$ cat config.mk
export PLATFORM = sky130hd
export DESIGN_NAME = connect4_turn_controller
export DESIGN_NICKNAME = d
export VERILOG_FILES = /design/src/rtl/connect4_pkg.sv /design/src/rtl/c4_press_decoder.sv /design/src/rtl/connect4_turn_controller.sv
export SDC_FILE = /design/constraint.sdc
export NUM_CORES = 1
export LEC_CHECK = 0
export ABC_AREA = 1
export CORE_MARGIN = 10
export CORE_UTILIZATION = 40
export CTS_CLUSTER_SIZE = 10
export DETAILED_ROUTE_END_ITERATION = 6
export MAX_ROUTING_LAYER = met4
export PLACE_DENSITY_LB_ADDON = 0.3
export SYNTH_ARGS = -nofsm -noshare
export SYNTH_HDL_FRONTEND = slang
export SYNTH_SLANG_ARGS = --single-unit
$ cat constraint.sdc
create_clock -name clk -period 2.2 [get_ports clk]
set_input_delay 0.66 -clock clk [delete_from_list [all_inputs] [get_ports clk]]
set_output_delay 0.66 -clock clk [all_outputs]
set_load 0.05 [all_outputs]
$ cat src/rtl/connect4_pkg.sv
// Shared types and constants for the 4x4 Connect-4 turn controller.
package connect4_pkg;

  localparam int COLS = 4;
  localparam int ROWS = 4;
  localparam logic [COLS-1:0] COL_IDLE = 4'b1111;

  typedef enum logic [2:0] {
    CLEAR,
    WAIT_MOVE,
    ISSUE,
    WAIT_ACK,
    CHECK,
    GAME_OVER
  } state_t;

  typedef enum logic [1:0] {
    GS_PLAYING = 2'b00,
    GS_P1      = 2'b01,
    GS_P2      = 2'b10,
    GS_DRAW    = 2'b11
  } game_status_t;

  // Gameboard bit index of the top cell of a column.
  function automatic int top_bit(input int col);
    return (ROWS - 1) * COLS + col;
  endfunction

endpackage

$ cat src/rtl/c4_press_decoder.sv
// Turns one player's active-low column buttons into a registered single-cycle press strobe.
module c4_press_decoder
  import connect4_pkg::*;
(
  input  logic       clk,
  input  logic       reset,
  input  logic [3:0] col_n,
  output logic       press_valid,
  output logic [1:0] press_col
);

  logic [3:0] prev;
  logic       one_low;
  logic [1:0] low_col;

  always_comb begin
    one_low = 1'b0;
    low_col = 2'd0;
    case (col_n)
      4'b1110: begin one_low = 1'b1; low_col = 2'd0; end
      4'b1101: begin one_low = 1'b1; low_col = 2'd1; end
      4'b1011: begin one_low = 1'b1; low_col = 2'd2; end
      4'b0111: begin one_low = 1'b1; low_col = 2'd3; end
      default: ;
    endcase
  end

  // NOTE: non-blocking assignments here so every register samples pre-edge values.
  always_ff @(posedge clk or negedge reset) begin
    if (!reset) begin
      prev        <= COL_IDLE;
      press_valid <= 1'b0;
      press_col   <= 2'd0;
    end else begin
      prev        <= col_n;
      press_valid <= (prev == COL_IDLE) && one_low;
      press_col   <= low_col;
    end
  end

endmodule

$ cat src/rtl/connect4_turn_controller.sv
// Connect-4 turn sequencer: arbitrates presses, strobes the column FSM, confirms moves, times turns.
module connect4_turn_controller
  import connect4_pkg::*;
#(
  parameter int TURN_CYCLES = 1000,
  parameter int ACK_CYCLES  = 8,
  parameter int CLR_CYCLES  = 2
) (
  input  logic        clk,
  input  logic        reset,
  input  logic [3:0]  p1_col_n,
  input  logic [3:0]  p2_col_n,
  input  logic        new_game,
  input  logic [15:0] gameboard,
  input  logic [1:0]  game_status,
  output logic        fsm_enable,
  output logic [3:0]  fsm_column,
  output logic        fsm_reset,
  output logic        turn,
  output logic [4:0]  move_count,
  output logic        illegal_move,
  output logic        auto_move,
  output logic        game_over
);

  localparam int TURN_W = $clog2(TURN_CYCLES + 1);
  localparam int ACK_W  = $clog2(ACK_CYCLES + 1);
  localparam int CLR_W  = $clog2(CLR_CYCLES + 1);
  localparam logic [4:0] MAX_MOVES = 5'(COLS * ROWS);

  state_t            state;
  logic [TURN_W-1:0] turn_timer;
  logic [ACK_W-1:0]  ack_timer;
  logic [CLR_W-1:0]  clr_timer;
  logic [15:0]       snapshot;

  logic       p1_valid, p2_valid;
  logic [1:0] p1_col, p2_col;
  logic       sel_valid;
  logic [1:0] sel_col;
  logic [COLS-1:0] col_full;
  logic       free_any;
  logic [1:0] free_col;
  logic       timeout;

  c4_press_decoder u_p1_dec (
    .clk        (clk),
    .reset      (reset),
    .col_n      (p1_col_n),
    .press_valid(p1_valid),
    .press_col  (p1_col)
  );

  c4_press_decoder u_p2_dec (
    .clk        (clk),
    .reset      (reset),
    .col_n      (p2_col_n),
    .press_valid(p2_valid),
    .press_col  (p2_col)
  );

  // Only the player whose turn it is can be heard.
  assign sel_valid = turn ? p2_valid : p1_valid;
  assign sel_col   = turn ? p2_col   : p1_col;
  assign col_full  = gameboard[top_bit(0) +: COLS];
  assign timeout   = (turn_timer == TURN_W'(TURN_CYCLES - 1));

  always_comb begin
    free_any = 1'b0;
    free_col = 2'd0;
    for (int c = COLS - 1; c >= 0; c--) begin
      if (!col_full[c]) begin
        free_any = 1'b1;
        free_col = 2'(c);
      end
    end
  end

  always_ff @(posedge clk or negedge reset) begin
    if (!reset) begin
      state        <= CLEAR;
      fsm_enable   <= 1'b0;
      fsm_column   <= COL_IDLE;
      fsm_reset    <= 1'b1;
      turn         <= 1'b0;
      move_count   <= 5'd0;
      illegal_move <= 1'b0;
      auto_move    <= 1'b0;
      game_over    <= 1'b0;
      turn_timer   <= '0;
      ack_timer    <= '0;
      clr_timer    <= '0;
      snapshot     <= '0;
    end else begin
      // NOTE: strobes default low every cycle; only the cycle that asserts them sets them.
      fsm_enable   <= 1'b0;
      illegal_move <= 1'b0;
      auto_move    <= 1'b0;

      if (new_game) begin
        state      <= CLEAR;
        fsm_reset  <= 1'b1;
        fsm_column <= COL_IDLE;
        game_over  <= 1'b0;
        turn       <= 1'b0;
        move_count <= 5'd0;
        turn_timer <= '0;
        ack_timer  <= '0;
        clr_timer  <= '0;
      end else begin
        case (state)
          CLEAR: begin
            if (clr_timer == CLR_W'(CLR_CYCLES - 1)) begin
              fsm_reset  <= 1'b0;
              turn       <= 1'b0;
              move_count <= 5'd0;
              turn_timer <= '0;
              state      <= WAIT_MOVE;
            end else begin
              clr_timer <= clr_timer + 1'b1;
            end
          end

          WAIT_MOVE: begin
            if (sel_valid && !col_full[sel_col]) begin
              fsm_enable <= 1'b1;
              fsm_column <= ~(4'b0001 << sel_col);
              state      <= ISSUE;
            end else begin
              if (sel_valid) illegal_move <= 1'b1;
              if (timeout) begin
                if (free_any) begin
                  fsm_enable <= 1'b1;
                  auto_move  <= 1'b1;
                  fsm_column <= ~(4'b0001 << free_col);
                  state      <= ISSUE;
                end else begin
                  game_over <= 1'b1;
                  state     <= GAME_OVER;
                end
              end else begin
                turn_timer <= turn_timer + 1'b1;
              end
            end
          end

          // Strobe is already out; capture the board the strobe will modify.
          ISSUE: begin
            snapshot   <= gameboard;
            fsm_column <= COL_IDLE;
            ack_timer  <= '0;
            state      <= WAIT_ACK;
          end

          WAIT_ACK: begin
            if (gameboard != snapshot) begin
              if (move_count != MAX_MOVES) move_count <= move_count + 5'd1;
              state <= CHECK;
            end else if (ack_timer == ACK_W'(ACK_CYCLES - 1)) begin
              illegal_move <= 1'b1;
              turn_timer   <= '0;
              state        <= WAIT_MOVE;
            end else begin
              ack_timer <= ack_timer + 1'b1;
            end
          end

          CHECK: begin
            if (game_status != GS_PLAYING) begin
              game_over <= 1'b1;
              state     <= GAME_OVER;
            end else begin
              turn       <= ~turn;
              turn_timer <= '0;
              state      <= WAIT_MOVE;
            end
          end

          GAME_OVER: game_over <= 1'b1;

          default: state <= CLEAR;
        endcase
      end
    end
  end

endmodule

* Word-level counts from Yosys, hierarchy flattened
Cells that the tools add are included.
W data, S select, Z words.
** Operators by class
- Add/sub/neg operators :: 4
- Magnitude comparators :: 1
- Eq/ne operators :: 37
- Shift operators :: 2
- Mux-type cells :: 76
- Bitwise gates (word level) :: 4
- Reduce and logical (&&, ||, !) cells :: 26
** Operators by type and width (number)
- $mux W10 :: 7
- $pmux W10 S4 :: 1
- $ne A3 B3 Y1 const B :: 12
- $eq A4 B4 Y1 const B :: 8
- $mux W1 :: 31
- $mux W4 :: 7
- $mux W3 :: 8
- $mux W5 :: 4
- $pmux W3 S6 :: 1
- $mux W2 :: 8
- $ne A16 B16 Y1 :: 1
- $pmux W4 S2 :: 2
- $eq A4 B3 Y1 const B :: 3
- $ne A4 B4 Y1 const B :: 3
- $pmux W2 S3 :: 2
- $reduce_bool A3 Y1 :: 4
- $add A10 B1 Y10 const B :: 1
- $eq A10 B10 Y1 const B :: 1
- $pmux W5 S2 :: 1
- $reduce_and A3 Y1 :: 3
- $not A4 Y4 :: 2
- $reduce_and A4 Y1 :: 2
- $reduce_or A4 Y1 :: 2
- $shl A1 B2 Y4 const A :: 2
- 23 further kinds :: 34
** Word-level totals
- Bits in registers :: 64
- Input port bits :: 29
- Output and inout port bits :: 15
- Logic and storage cells :: 169

* Longest topological paths before layout
- Depth after elaboration :: 11
- Gate-level depth with buffers :: 13
- Gate-level depth less buffers :: 12

* By module
A second synthesis with hierarchy kept.
** Unflattened totals
- Cell total of the unflattened synthesis :: 530
- Area, all modules :: 3817.4 um^2
** Modules (own cells, without submodules)
- connect4_turn_controller :: times used 1, cells each 482, area an instance 3269.4 um^2, seq. area each 1257.5 um^2
- c4_press_decoder :: times used 2, cells each 24, area an instance 274.0 um^2, seq. area each 180.2 um^2

* Worst setup path after synthesis
OpenSTA, ideal clock, no wires.
- Kind :: register to register
- Start :: register turn
- End :: register turn_timer[0]
- Library setup time :: 118 ps
- Arrival time :: 1823 ps
- Required time :: 2082 ps
- Path slack :: 260 ps
- Stages on the path, launching flop included :: 14
- Path buffers :: 2
- Clock period less this slack :: 1940 ps
- Path through :: dfrtp_1 buf_6 inv_2 nand2_1 nand3_1 nand2_1 nand2_2 nand3_2 inv_1 nand2_1 nand3_2 buf_6 nor2_4 nor2_2
** Between the ends
- Longest elaborated chain between the ends :: 7
- Elaborated cells between the ends (all ways) :: 8
- Those cells by class :: 1 x eq/ne; 4 x mux; 3 x reduce/logical
** RTL lines
- start, declared :: line connect4_turn_controller.sv:19 : output logic turn,
- start signal, assigned :: line connect4_turn_controller.sv:173 : turn <= ~turn;
- $mux W2 :: line connect4_turn_controller.sv:64 : assign sel_col = turn ? p2_col : p1_col;
- $bmux W1 S2 :: line connect4_turn_controller.sv:125 : if (sel_valid && !col_full[sel_col]) begin
- $mux W1 (not written as such) :: line connect4_turn_controller.sv:125
- $logic_not A1 Y1 :: line connect4_turn_controller.sv:125
- $logic_and A1 B1 Y1 (*) :: line connect4_turn_controller.sv:125
- $ne A3 B3 Y1 (no line) (*)
- $reduce_and A7 Y1 (no line) (*)
- end signal, assigned :: line connect4_turn_controller.sv:142 : turn_timer <= turn_timer + 1'b1;
- end, declared :: line connect4_turn_controller.sv:32 : logic [TURN_W-1:0] turn_timer;
Mark *: on every way between the ends. The rest lies on a longest branch, timed or not. The select of a mux whose other input is x is not followed.
A chain may end at the register's enable or synchronous reset.

* Final worst setup path
- Start :: register illegal_move
- End :: output illegal_move
** RTL lines
- start, declared :: line connect4_turn_controller.sv:21 : output logic illegal_move,
- start signal, assigned :: line connect4_turn_controller.sv:87 : illegal_move <= 1'b0;
- start signal, assigned :: line connect4_turn_controller.sv:97 : illegal_move <= 1'b0;
- start signal, assigned :: line connect4_turn_controller.sv:130 : if (sel_valid) illegal_move <= 1'b1;
No word-level cell between the ends.

==> out/results.md <==
| Group | Result | Reported |
| --- | --- | --- |
| worst setup path | Worst Path Max Fanout | 1 |
| placement | Total instance count after detailed placement | 677 |
| pwr | Combinational Power Share | 39.4% |
| timing | Slew at the pin closest to its max-slew limit | 0.498 ns |
| routing | Antenna Nets Post-Route | 0 |
| synthesis | Netlist area before placement | 3680 µm² |
| grt | Total congestion overflow after global routing | 0 |
| pwr | Largest vdd supply drop | 0.000610 V |
| routing | Post-detailed-route via-to-cell ratio | 4.82 |
| worst setup path | Max stage delay cell, worst path | sky130_fd_sc_hd__clkdlybuf4s50_1 |
| synthesis | Number of warnings printed during yosys synthesis | 0 |
| floorplanning | Effective utilization at floorplan | 41.6% |
| worst setup path | Highest cell delay on the worst timing path | 0.80 ns |
| grt | Overall routing resource usage | 13.3% |
| floorplanning | Number of rows in the core area | 34 |
| clock network | Clk sink count | 64 |
| pwr | Switching share of total power | 39.9% |
| worst setup path | Sum of buffers and inverters on the critical path | 1 |
| finish | Fraction of the core area covered by cells at the end of the flow | 52.5% |
| pwr | Leakage power total | 0.00233 µW |
| pwr | Tot Pwr | 4370 µW |
| timing | Final worst clock skew | 0.0132 ns |
| routing | Number of iterations in the first detailed-routing pass | 4 |
| synthesis | Mean area per synthesized cell | 7.34 µm² |
| pwr | Pint | 2630 µW |
| worst setup path | Critical path launch point type | flip-flop |
| clock network | Clock slew at the register clock pins of the worst setup and hold paths | 0.07 ns |
| worst setup path | Arrival time at the worst endpoint | 1.45 ns |
| finish | Total inserted antenna cells | 0 |
| synthesis | Library cells used by synthesis | 34 |
| synthesis | Count of mapped cells out of synthesis | 502 |
| grt | Maximum number of pins on one net before global-route repair | 65 |
| floorplanning | Number of I/O pins | 44 |
| routing | Total length of routed wires | 8190 µm |
| finish | Multi-input gate area in the final layout | 1730 µm² |
| clock network | Clock tree root buffer cell | sky130_fd_sc_hd__clkbuf_8 |
| grt | Global-route wire length before repair | 14200 µm |
| routing | Average wire per standard cell | 11.8 µm |
| clock network | Number of levels in the clock H-tree | 3 |
| synthesis | Main synth FF type | sky130_fd_sc_hd__dfrtp_1 |
| worst setup path | Worst Path Class, Setup | reg -> out |
| floorplanning | Die X | 116 µm |
| pwr | Sequential share of power | 38.1% |
| clock network | Clock tree from TritonCTS | done |
| job | Max-cap violations | 0 |
| timing | Ratio of final minimum period to clock period | 96.1% |
| finish | Layout Area Growth over Synthesis | 26.1% |
| synthesis | Synth Net Count | 536 |
| routing | Number of remaining DRC errors | 0 |
| grt | Number of antenna violations at the first check in global routing | 0 |
| timing | Max-slew headroom | 66.7% |
| floorplanning | Die Span Y | 116 µm |
| timing | Post-route minimum period | 2.11 ns |
| pwr | PD cells | 941 nW/µm² |
| finish | Final-stage net count | 614 |
| floorplanning | Core region area | 8850 µm² |
| finish | Area occupied by registers | 1620 µm² |
| clock network | Longest Clk Path Bufs | 2 |
| clock network | Total setup buffers inserted after CTS | 0 |
| worst setup path | Endpoint type of the worst setup path | output pin |
| placement | Placed wire-length estimate after detailed placement | 6180 µm |
| clock network | TritonCTS Buffers | 9 |
| min path | Kind of path behind the tightest hold check | in -> async |
| finish | Count of fill cells added during filler insertion | 858 |
| finish | Fraction of final layout cells sized beyond drive strength 1 | 20.9% |
| placement | IO Port Bufs | 43 |
| grt | Via count of the first global-routing pass | 3214 |
| synthesis | Number of flip-flops and latches in the synthesized netlist | 64 |
| timing | Count of final max-slew check failures | 0 |
| status | Run status | finished, final reports clean |
| worst setup path | Critical path required time | 1.54 ns |
| timing | Count of final setup violators | 0 |
| timing | Highest clock rate | 0.473 GHz |
| finish | Final non-filler cell total | 693 |
| synthesis | Sequential element share of the synthesized area | 43.9% |
| timing | RSZ-0062 raised after global routing | yes |
| routing | Vias | 3342 |
| synthesis | Number of flops mapped to enable cells by yosys | 0 |
| placement | Final GP Congestion | 0.886 |
| synthesis | Share of synthesized flip-flops with an asynchronous set or reset | 100% |
| worst setup path | Series of cell instances along the critical path | clkdlybuf4s50_1 |
| clock network | Clock latency reported for the late side of the worst-skew pair | 0.35 ns |
| routing | Iteration-0 DRC Markers | 114 |
| timing | Final Hold Viols | 0 |
| pwr | Net switching power of the design | 1740 µW |
| worst setup path | Top delay family on crit path | buffers and inverters |
| pwr | Clock share of power | 22.5% |
| floorplanning | Die footprint | 13400 µm² |
[per-stage QoR]
step | TNS, ns | area, µm² | hold WS [ns] | setup WS [ns]
floorplan | 0 | 3680 | 0.364 | 0.260
global placement | -4.24 | 4440 | 0.462 | -0.186
detailed placement | -5.23 | 4440 | 0.463 | -0.251
CTS | 0 | 4630 | 0.336 | 0.0585
global route | 0 | 4640 | 0.342 | 0.00995
finish | 0 | 4640 | 0.312 | 0.0852
[placed cells by master, fill, tap and decap left out, types with 2 or more instances in the layout]
cell type,synthesis,final
sky130_fd_sc_hd__o21ai_2,9,9
sky130_fd_sc_hd__xor2_1,2,2
sky130_fd_sc_hd__buf_4,0,43
sky130_fd_sc_hd__buf_12,0,3
sky130_fd_sc_hd__nor4_1,2,2
sky130_fd_sc_hd__inv_2,8,8
sky130_fd_sc_hd__nor3_1,6,6
sky130_fd_sc_hd__o21ai_0,34,34
sky130_fd_sc_hd__xnor2_1,2,2
sky130_fd_sc_hd__nor2_1,40,39
sky130_fd_sc_hd__or2_2,3,3
sky130_fd_sc_hd__nand2_1,165,162
sky130_fd_sc_hd__nor2_2,4,5
sky130_fd_sc_hd__clkinvlp_4,0,2
sky130_fd_sc_hd__a31oi_1,4,4
sky130_fd_sc_hd__nor2_4,5,5
sky130_fd_sc_hd__dfstp_2,13,13
sky130_fd_sc_hd__ha_1,5,5
sky130_fd_sc_hd__clkbuf_8,0,9
sky130_fd_sc_hd__nand3_2,2,3
sky130_fd_sc_hd__clkdlybuf4s50_1,0,28
sky130_fd_sc_hd__inv_1,72,72
sky130_fd_sc_hd__nand4_1,18,18
sky130_fd_sc_hd__clkinv_2,0,3
sky130_fd_sc_hd__a21oi_1,6,6
sky130_fd_sc_hd__nand2_2,6,9
sky130_fd_sc_hd__nand3_1,29,28
sky130_fd_sc_hd__dfrtp_1,51,51
[cells in the mapped netlist, types with 3 or more instances]
master,instances,area [µm²]
sky130_fd_sc_hd__a21oi_1,6,30.0
sky130_fd_sc_hd__o21ai_0,34,170
sky130_fd_sc_hd__dfstp_2,13,342
sky130_fd_sc_hd__nor2_4,5,56.3
sky130_fd_sc_hd__ha_1,5,62.6
sky130_fd_sc_hd__dfrtp_1,51,1280
sky130_fd_sc_hd__o21ai_2,9,78.8
sky130_fd_sc_hd__nor2_2,4,25.0
sky130_fd_sc_hd__nand2_1,165,619
sky130_fd_sc_hd__clkbuf_1,4,15.0
sky130_fd_sc_hd__nor3_1,6,30.0
sky130_fd_sc_hd__nand3_1,29,145
sky130_fd_sc_hd__inv_1,72,270
sky130_fd_sc_hd__nand2_2,6,37.5
sky130_fd_sc_hd__or2_2,3,18.8
sky130_fd_sc_hd__nand4_1,18,113
sky130_fd_sc_hd__a31oi_1,4,25.0
sky130_fd_sc_hd__inv_2,8,30.0
sky130_fd_sc_hd__nor2_1,40,150
[cell type report]
| cell class | count | area share [%] |
|---|---|---|
| tap | 108 | 2.91 |
| timing repair buffer | 75 | 14.4 |
| clock inverter | 6 | 1.29 |
| clock buffer | 10 | 2.75 |
| inverter | 80 | 6.47 |
| sequential | 64 | 34.8 |
| multi-input combinational | 350 | 37.3 |
[registers in the layout, summed over array words and instances, names as in the netlist]
register              flops
snapshot                 16
turn_timer               10
move_count                5
ack_timer                 4
fsm_column                4
u_p1_dec.prev             4
u_p2_dec.prev             4
state                     3
clr_timer                 2
u_p1_dec.press_col        2
u_p2_dec.press_col        2
auto_move                 1
fsm_enable                1
fsm_reset                 1
game_over                 1
illegal_move              1
turn                      1
u_p1_dec.press_valid      1
u_p2_dec.press_valid      1
[power groups by stage]
| stage | clock network (µW) | registers (µW) | logic [µW] |
|---|---|---|---|
| floorplan | 0 | 1830 | 1010 |
| global placement | 0 | 1670 | 1680 |
| detailed placement | 0 | 1680 | 1720 |
| CTS | 1010 | 1660 | 1730 |
| global route | 1080 | 1700 | 1940 |
| finish | 985 | 1660 | 1720 |
[cells by family (layout without fill, tap and decap cells)]
kind of cell	count (synthesis)	count (layout)	share of synthesized area, %
and+or+nand+nor	284	284	34.6
buffers and inverters	88	171	9.41
DFF	64	64	43.9
AOI/OAI and AO/OA	56	56	9.14
adders and majority gates	5	5	1.70
xor gates and xnor gates	4	4	0.951
muxes	1	1	0.306
[routing by layer]
| layer | part of all wire [%] | GRT usage [%] |
|---|---|---|
| met1 | 46 | 16.4 |
| met2 | 48 | 20.8 |
| met3 | 4.7 | 4.03 |
| met4 | 1.1 | 3.84 |
| met5 | 0 | - |
[path summary, 6_finish.rpt]
check / start / end / slack, ns / cells past startpoint
worst min-delay path: reset / snapshot[7] / 0.31 / 2
worst min register to register: fsm_column[0] / fsm_column[0] / 0.47 / 2
worst max register to register: turn / state[1] / 0.34 / 10
max in group asynchronous: reset / fsm_column[2] / 1.53 / 2
worst max-delay path: illegal_move / illegal_move / 0.09 / 1
min in group clk: fsm_column[0] / fsm_column[0] / 0.47 / 2
[timing repair]
item	in CTS	in global routing
resized for setup	0	5
setup endpoints to repair	0	19
hold buffers	0	0
Note: power is estimated with default switching activity, not from simulation.
